<file path="config.mk">
export PLATFORM = sky130hd
export DESIGN_NAME = delayed_op_dut
export DESIGN_NICKNAME = d
export VERILOG_FILES = /design/src/rtl/delayed_op_dut.sv
export SDC_FILE = /design/constraint.sdc
export NUM_CORES = 1
export LEC_CHECK = 0
export ABC_AREA = 0
export BUFFER_PORTS_ARGS = -buffer_cell sky130_fd_sc_hd__buf_2
export CAP_MARGIN = 20
export CELL_PAD_IN_SITES_DETAIL_PLACEMENT = 0
export CELL_PAD_IN_SITES_GLOBAL_PLACEMENT = 1
export CORE_MARGIN = 2
export CORE_UTILIZATION = 44
export CTS_CLUSTER_DIAMETER = 200
export DETAILED_ROUTE_END_ITERATION = 7
export PLACE_DENSITY_LB_ADDON = 0.15
export RECOVER_POWER = 25
export SLEW_MARGIN = 20
export SYNTH_ARGS = -nofsm -noshare
export SYNTH_HDL_FRONTEND = slang
export SYNTH_SLANG_ARGS = --single-unit
</file>
<file path="constraint.sdc">
create_clock -name CLK -period 7 [get_ports CLK]
set_input_delay 0.7 -clock CLK [delete_from_list [all_inputs] [get_ports CLK]]
set_output_delay 0.7 -clock CLK [all_outputs]
set_load 0.005 [all_outputs]
</file>
<file path="src/rtl/delayed_op_dut.sv">
// delayed_op_dut: register-mapped latency test block. Operand FIFOs A and B
// feed a programmable-delay engine that pushes op(A,B) into result FIFO Y.
// Optional feature macro: DELAYED_OP_STATS_EN (fired-result counter at read addr 7).

// Small synchronous FIFO; push to full and pop from empty are ignored.
module delayed_op_fifo #(
  parameter int unsigned WIDTH = 8,
  parameter int unsigned DEPTH = 4
) (
  input  logic             clk,
  input  logic             rst_n,
  input  logic             push,
  input  logic [WIDTH-1:0] push_data,
  input  logic             pop,
  output logic [WIDTH-1:0] head,
  output logic             full,
  output logic             empty
);
  localparam int unsigned AW = $clog2(DEPTH);

  logic [WIDTH-1:0] mem [DEPTH];
  logic [AW-1:0]    wr_ptr;
  logic [AW-1:0]    rd_ptr;
  logic [AW:0]      count;
  logic             do_push;
  logic             do_pop;

  assign full    = (count == (AW+1)'(DEPTH));
  assign empty   = (count == '0);
  assign do_push = push && !full;
  assign do_pop  = pop && !empty;
  assign head    = mem[rd_ptr];

  // Storage array, written on accepted push
  always_ff @(posedge clk) begin
    if (do_push) mem[wr_ptr] <= push_data;
  end

  // Pointers and occupancy
  always_ff @(posedge clk) begin
    if (!rst_n) begin
      wr_ptr <= '0;
      rd_ptr <= '0;
      count  <= '0;
    end else begin
      if (do_push) wr_ptr <= wr_ptr + 1'b1;
      if (do_pop)  rd_ptr <= rd_ptr + 1'b1;
      count <= count + (AW+1)'(do_push) - (AW+1)'(do_pop);
    end
  end
endmodule

module delayed_op_dut #(
  parameter int unsigned WIDTH     = 8,
  parameter int unsigned DEPTH     = 4,
  parameter int unsigned CNT_W     = 8,
  parameter int unsigned DELAY_RST = 50
) (
  input  logic             CLK,
  input  logic             RST_N,
  input  logic [2:0]       write_address,
  input  logic [WIDTH-1:0] write_data,
  input  logic             write_en,
  output logic             write_rdy,
  input  logic [2:0]       read_address,
  input  logic             read_en,
  output logic [WIDTH-1:0] read_data,
  output logic             read_rdy
);
  localparam int unsigned EXT_W = (WIDTH > CNT_W) ? WIDTH : CNT_W;

  typedef enum logic {ST_IDLE, ST_WAIT} state_t;

  state_t           state;
  state_t           state_next;
  logic [CNT_W-1:0] delay;
  logic [1:0]       mode;
  logic [CNT_W-1:0] cnt;
  logic             ovf_a;
  logic             ovf_b;
  logic             busy;
  logic             fire;

  logic             a_push, b_push, y_pop;
  logic             delay_wr, mode_wr, ovf_clr;
  logic [WIDTH-1:0] a_head, b_head, y_head, y_data;
  logic             a_full, a_empty, b_full, b_empty, y_full, y_empty;
  logic [EXT_W-1:0] wdata_ext;
  logic [EXT_W-1:0] delay_ext;
  logic [WIDTH-1:0] stats_val;

  assign write_rdy = 1'b1;
  assign read_rdy  = 1'b1;

  assign a_push   = write_en && (write_address == 3'd4);
  assign b_push   = write_en && (write_address == 3'd5);
  assign delay_wr = write_en && (write_address == 3'd6);
  assign mode_wr  = write_en && (write_address == 3'd7);
  assign y_pop    = read_en && (read_address == 3'd3);
  assign ovf_clr  = read_en && (read_address == 3'd6);

  // Width-neutral bridge between WIDTH-bit bus and CNT_W-bit delay register
  assign wdata_ext = EXT_W'(write_data);
  assign delay_ext = EXT_W'(delay);

  delayed_op_fifo #(.WIDTH(WIDTH), .DEPTH(DEPTH)) u_fifo_a (
    .clk(CLK), .rst_n(RST_N), .push(a_push), .push_data(write_data),
    .pop(fire), .head(a_head), .full(a_full), .empty(a_empty)
  );

  delayed_op_fifo #(.WIDTH(WIDTH), .DEPTH(DEPTH)) u_fifo_b (
    .clk(CLK), .rst_n(RST_N), .push(b_push), .push_data(write_data),
    .pop(fire), .head(b_head), .full(b_full), .empty(b_empty)
  );

  delayed_op_fifo #(.WIDTH(WIDTH), .DEPTH(DEPTH)) u_fifo_y (
    .clk(CLK), .rst_n(RST_N), .push(fire), .push_data(y_data),
    .pop(y_pop), .head(y_head), .full(y_full), .empty(y_empty)
  );

  // Configuration registers
  always_ff @(posedge CLK) begin
    if (!RST_N) begin
      delay <= CNT_W'(DELAY_RST);
      mode  <= '0;
    end else begin
      if (delay_wr) delay <= wdata_ext[CNT_W-1:0];
      if (mode_wr)  mode  <= write_data[1:0];
    end
  end

  // Sticky overflow flags; a new overflow beats a same-cycle clear
  always_ff @(posedge CLK) begin
    if (!RST_N) begin
      ovf_a <= 1'b0;
      ovf_b <= 1'b0;
    end else begin
      if (a_push && a_full) ovf_a <= 1'b1;
      else if (ovf_clr)     ovf_a <= 1'b0;
      if (b_push && b_full) ovf_b <= 1'b1;
      else if (ovf_clr)     ovf_b <= 1'b0;
    end
  end

  // FSM state register
  always_ff @(posedge CLK) begin
    if (!RST_N) state <= ST_IDLE;
    else        state <= state_next;
  end

  // FSM next-state logic
  always_comb begin
    state_next = state;
    case (state)
      ST_IDLE: if (!a_empty && !b_empty) state_next = ST_WAIT;
      ST_WAIT: if (fire)                 state_next = ST_IDLE;
      default: state_next = ST_IDLE;
    endcase
  end

  // FSM outputs: delay compare is live against the current DELAY register
  always_comb begin
    busy = (state == ST_WAIT);
    fire = busy && (cnt >= delay) && !y_full;
  end

  // Delay counter: runs (saturating) only while waiting, zero otherwise
  always_ff @(posedge CLK) begin
    if (!RST_N) begin
      cnt <= '0;
    end else if (busy && !fire) begin
      if (cnt != '1) cnt <= cnt + 1'b1;
    end else begin
      cnt <= '0;
    end
  end

  // Combine operation, MODE sampled at the fire cycle
  always_comb begin
    y_data = '0;
    case (mode)
      2'd0:    y_data = a_head | b_head;
      2'd1:    y_data = a_head & b_head;
      2'd2:    y_data = a_head ^ b_head;
      default: y_data = a_head + b_head;
    endcase
  end

`ifdef DELAYED_OP_STATS_EN
  logic [WIDTH-1:0] fired_cnt;

  // Saturating count of fired results, cleared only by reset
  always_ff @(posedge CLK) begin
    if (!RST_N)                       fired_cnt <= '0;
    else if (fire && fired_cnt != '1) fired_cnt <= fired_cnt + 1'b1;
  end

  assign stats_val = fired_cnt;
`else
  assign stats_val = '0;
`endif

  // Register read mux, zero-extended to WIDTH
  always_comb begin
    read_data = '0;
    case (read_address)
      3'd0:    read_data = WIDTH'(!a_full);
      3'd1:    read_data = WIDTH'(!b_full);
      3'd2:    read_data = WIDTH'(!y_empty);
      3'd3:    read_data = y_empty ? '0 : y_head;
      3'd4:    read_data = delay_ext[WIDTH-1:0];
      3'd5:    read_data = WIDTH'(mode);
      3'd6:    read_data = WIDTH'({ovf_a, ovf_b, busy});
      default: read_data = stats_val;
    endcase
  end
endmodule

</file>
==> key figures <==
Pwr
  • Switching Share: 21.9%
  • PwrDens: 240 nW/µm²
  • Comb pwr share: 3.0%
  • Pleak: 2.81 nW
  • Internal power: 1.43 mW
  • Max IR drop VDD: 0.209 mV
  • Sw power: 401 µW
  • Seq pwr share: 49.9%
  • Clock power frac: 47.1%
  • Power Total: 1.83 mW

Global routing
  • Met1 usage: 20.6%
  • GRT Residual Overflow: 0
  • Grt peak-use layer: met2
  • Vias in the first global route: 3,881
  • Met3 Usage GRT: 4.97%
  • Global-route wire length before repair: 19,700 µm
  • Largest net degree at the start of global routing: 41
  • GRT met2 Usage: 26.5%
  • All-Layer GR Usage: 16.0%
  • Initial antenna violation count: 0

CTS
  • CTS sink count: 144
  • TritonCTS buffer count: 17
  • CTS tree: done
  • # Post-CTS Setup Buffers: 0
  • Post-CTS sizing: 0
  • Clk pin slew, worst setup/hold paths: 0.06 ns
  • CTS Hold Buffers Added: 0
  • H-tree depth: 4
  • Insertion delay to the later sink of the worst-skew pair: 0.42 ns
  • Clock Tree Root: clkbuf_16
  • Clock Tree Buf Depth: 2

Run status
  • Status: finished clean

Critical path
  • Worst-path maximum fanout: 7
  • CP required: 7.32 ns
  • Crit end category: flop
  • WP data arrival: 3.50 ns
  • CP Class: reg2reg
  • CP Launch Type: flop
  • Register-to-Register Path Depth: 14

Die
  • Die ar.: 16,400 µm²
  • Initial core utilization: 44.8%
  • Die width: 128 µm
  • Core ar.: 15,100 µm²
  • I/O pin count: 28
  • FP Rows: 45
  • Die Ht: 128 µm

Yosys
  • Mapped cell area: 6770 µm²
  • Top-area cell type share of the netlist area: 42.6%
  • Mean Syn Cell Area: 13.2 µm²
  • Unique cell type count in the Yosys netlist: 48
  • Synth warn: 0
  • Cell taking the most area after synthesis: edfxtp_1
  • Synth Instances: 514
  • Seq cells post-synth: 144
  • Ys async rst share: 0%
  • EDFF count, synth: 96
  • Top cells by area, synth: edfxtp_1 43%, dfxtp_1 14%, mux4_2 8.3%, ha_1 8.0%, and2_1 2.6%
  • Post-synthesis sequential area ratio: 56.8%
  • Top FF cell, synth: edfxtp_1

Route
  • Detailed-router iteration count before antenna repair: 4
  • Post-route ant nets: 0
  • WL final: 12,000 µm
  • Drt via density: 5.10
  • Vias: 3,783
  • Initial DRC count: 144
  • DRC Markers: 0
  • Wire length per cell: 16.1 µm

Worst hold path
  • Min-Delay Path Class: reg2reg
  • Worst hold path depth: 2

Place
  • Port Buffer Count: 25
  • Placer Congestion: 0.784
  • Placed Cells: 710
  • Detailed Place HPWL: 9040 µm

Timing
  • Final Setup Violations: 0
  • Tmin final: 3.18 ns
  • Fmax: 315 MHz
  • Worst relative slew slack: 52.7%
  • Max Slew Vio Count: 0
  • Final hold vios: 0
  • Worst Hold Slack: 0.482 ns
  • Fin crit share: 45.4%
  • Final Skew: 0.00836 ns
  • Worst-Margin Slew: 0.704 ns
  • RSZ-0062 raised after global routing: no
  • Final TNS setup: 0 ns

Cells and area
  • Layout Nets: 606
  • Most frequent cells in the layout: 96 x edfxtp_1, 48 x dfxtp_1, 45 x inv_1, 43 x ha_1, 34 x nand2_1
  • Non-filler instance count after layout: 742
  • Synthesis-to-finish area growth: 12.4%
  • Fillcell total: 1,321
  • Final design utilization: 50.4%
  • Layout cells sized above 1: 15.3%
  • Most common cell after layout, fill and taps aside: edfxtp_1
  • Diodes inserted: 0

Flow run
  • Max_cap viols: 0
## sequential cells by signal, summed over array words and instances, names as in the netlist, named ones only
signal / flops
busy: 1
u_fifo_y.count: 3
cnt: 8
delay: 8
u_fifo_b.rd_ptr: 2
u_fifo_b.count: 3
u_fifo_b.mem: 32
u_fifo_y.wr_ptr: 2
u_fifo_y.mem: 32
u_fifo_a.rd_ptr: 2
u_fifo_a.count: 3
u_fifo_y.rd_ptr: 2
ovf_b: 1
mode: 2
ovf_a: 1
u_fifo_b.wr_ptr: 2
u_fifo_a.mem: 32
u_fifo_a.wr_ptr: 2
## synth_stat cells (3+ instances only)
library cell / count
fa_1: 4
a31oi_1: 3
and2_1: 28
nand3_1: 6
o21a_1: 3
a21oi_1: 14
buf_2: 5
xor2_1: 7
inv_1: 45
a22o_1: 6
nor2_1: 27
o21ai_0: 13
clkbuf_1: 8
dfxtp_1: 48
mux2i_1: 13
nor3_1: 9
a21boi_0: 6
nor2b_1: 14
o211ai_1: 3
nand2b_1: 3
nand4_1: 4
mux4_2: 25
nand2_1: 34
ha_1: 43
and3_1: 6
xnor2_1: 13
edfxtp_1: 96
## final timing paths
path	start	to	slack [ns]
min	u_fifo_b.rd_ptr[1]	u_fifo_b.rd_ptr[1]	0.48
max reg2reg	cnt[0]	u_fifo_b.count[2]	3.82
min reg2reg	u_fifo_b.rd_ptr[1]	u_fifo_b.rd_ptr[1]	0.48
max	cnt[0]	u_fifo_b.count[2]	3.82
## layout make-up
cell class,instances,area [µm²],share of cell area [%]
Sequential cell,144,3840,50.5
Multi-Input combinational cell,308,2670,35.1
Clock buffer,17,425,5.59
Tap cell,188,235,3.09
Inverter,45,169,2.22
Clock inverter,15,151,1.99
Timing Repair Buffer,25,115,1.51
## logic make-up (layout without fill, tap and decap cells)
kind of cell,count (synthesis),count (layout),synth area share [%]
simple gates,144,144,11.6
flops,144,144,56.8
other cells,1,2,0.0554
buf+inv,63,102,3.81
fa+ha+maj,47,47,9.13
xor+xnor,20,20,2.59
mux,39,39,10.4
compound gates,56,56,5.64
## metal layers
metal,vias up,routed length [µm]
met2,52,5830
met1,1826,5630
met5,-,0
met3,11,398
met4,0,103
li1,1894,-
## per-stage QoR
stage / instance area (µm²) / worst slack (ns)
after global routing: 7610 / 3.54
after global placement: 7040 / 3.84
after CTS: 7620 / 3.78
after detailed placement: 7040 / 3.79
after floorplan: 6770 / 4.15
final: 7610 / 3.82
## critical path: stages (launching register included)
cell	delay (ns)
dfxtp_1	0.42
inv_1	0.07
ha_1	0.27
nand2b_4	0.12
a2111oi_4	0.06
o31ai_2	0.44
nor3b_2	0.38
ha_1	0.28
inv_1	0.05
ha_1	0.13
inv_1	0.05
fa_1	0.37
xnor2_1	0.15
xnor2_1	0.12
and2_1	0.15
## power by group through the flow
stage                     sequential, mW  clock (mW)  combinational (mW)
after floorplan                    0.930           0              0.0336
after global placement             0.931           0              0.0543
after detailed placement           0.931           0              0.0556
after CTS                          0.913       0.883              0.0559
after global routing               0.913       0.918              0.0619
final                              0.913       0.862              0.0541
(Power assumes the default switching activity.)
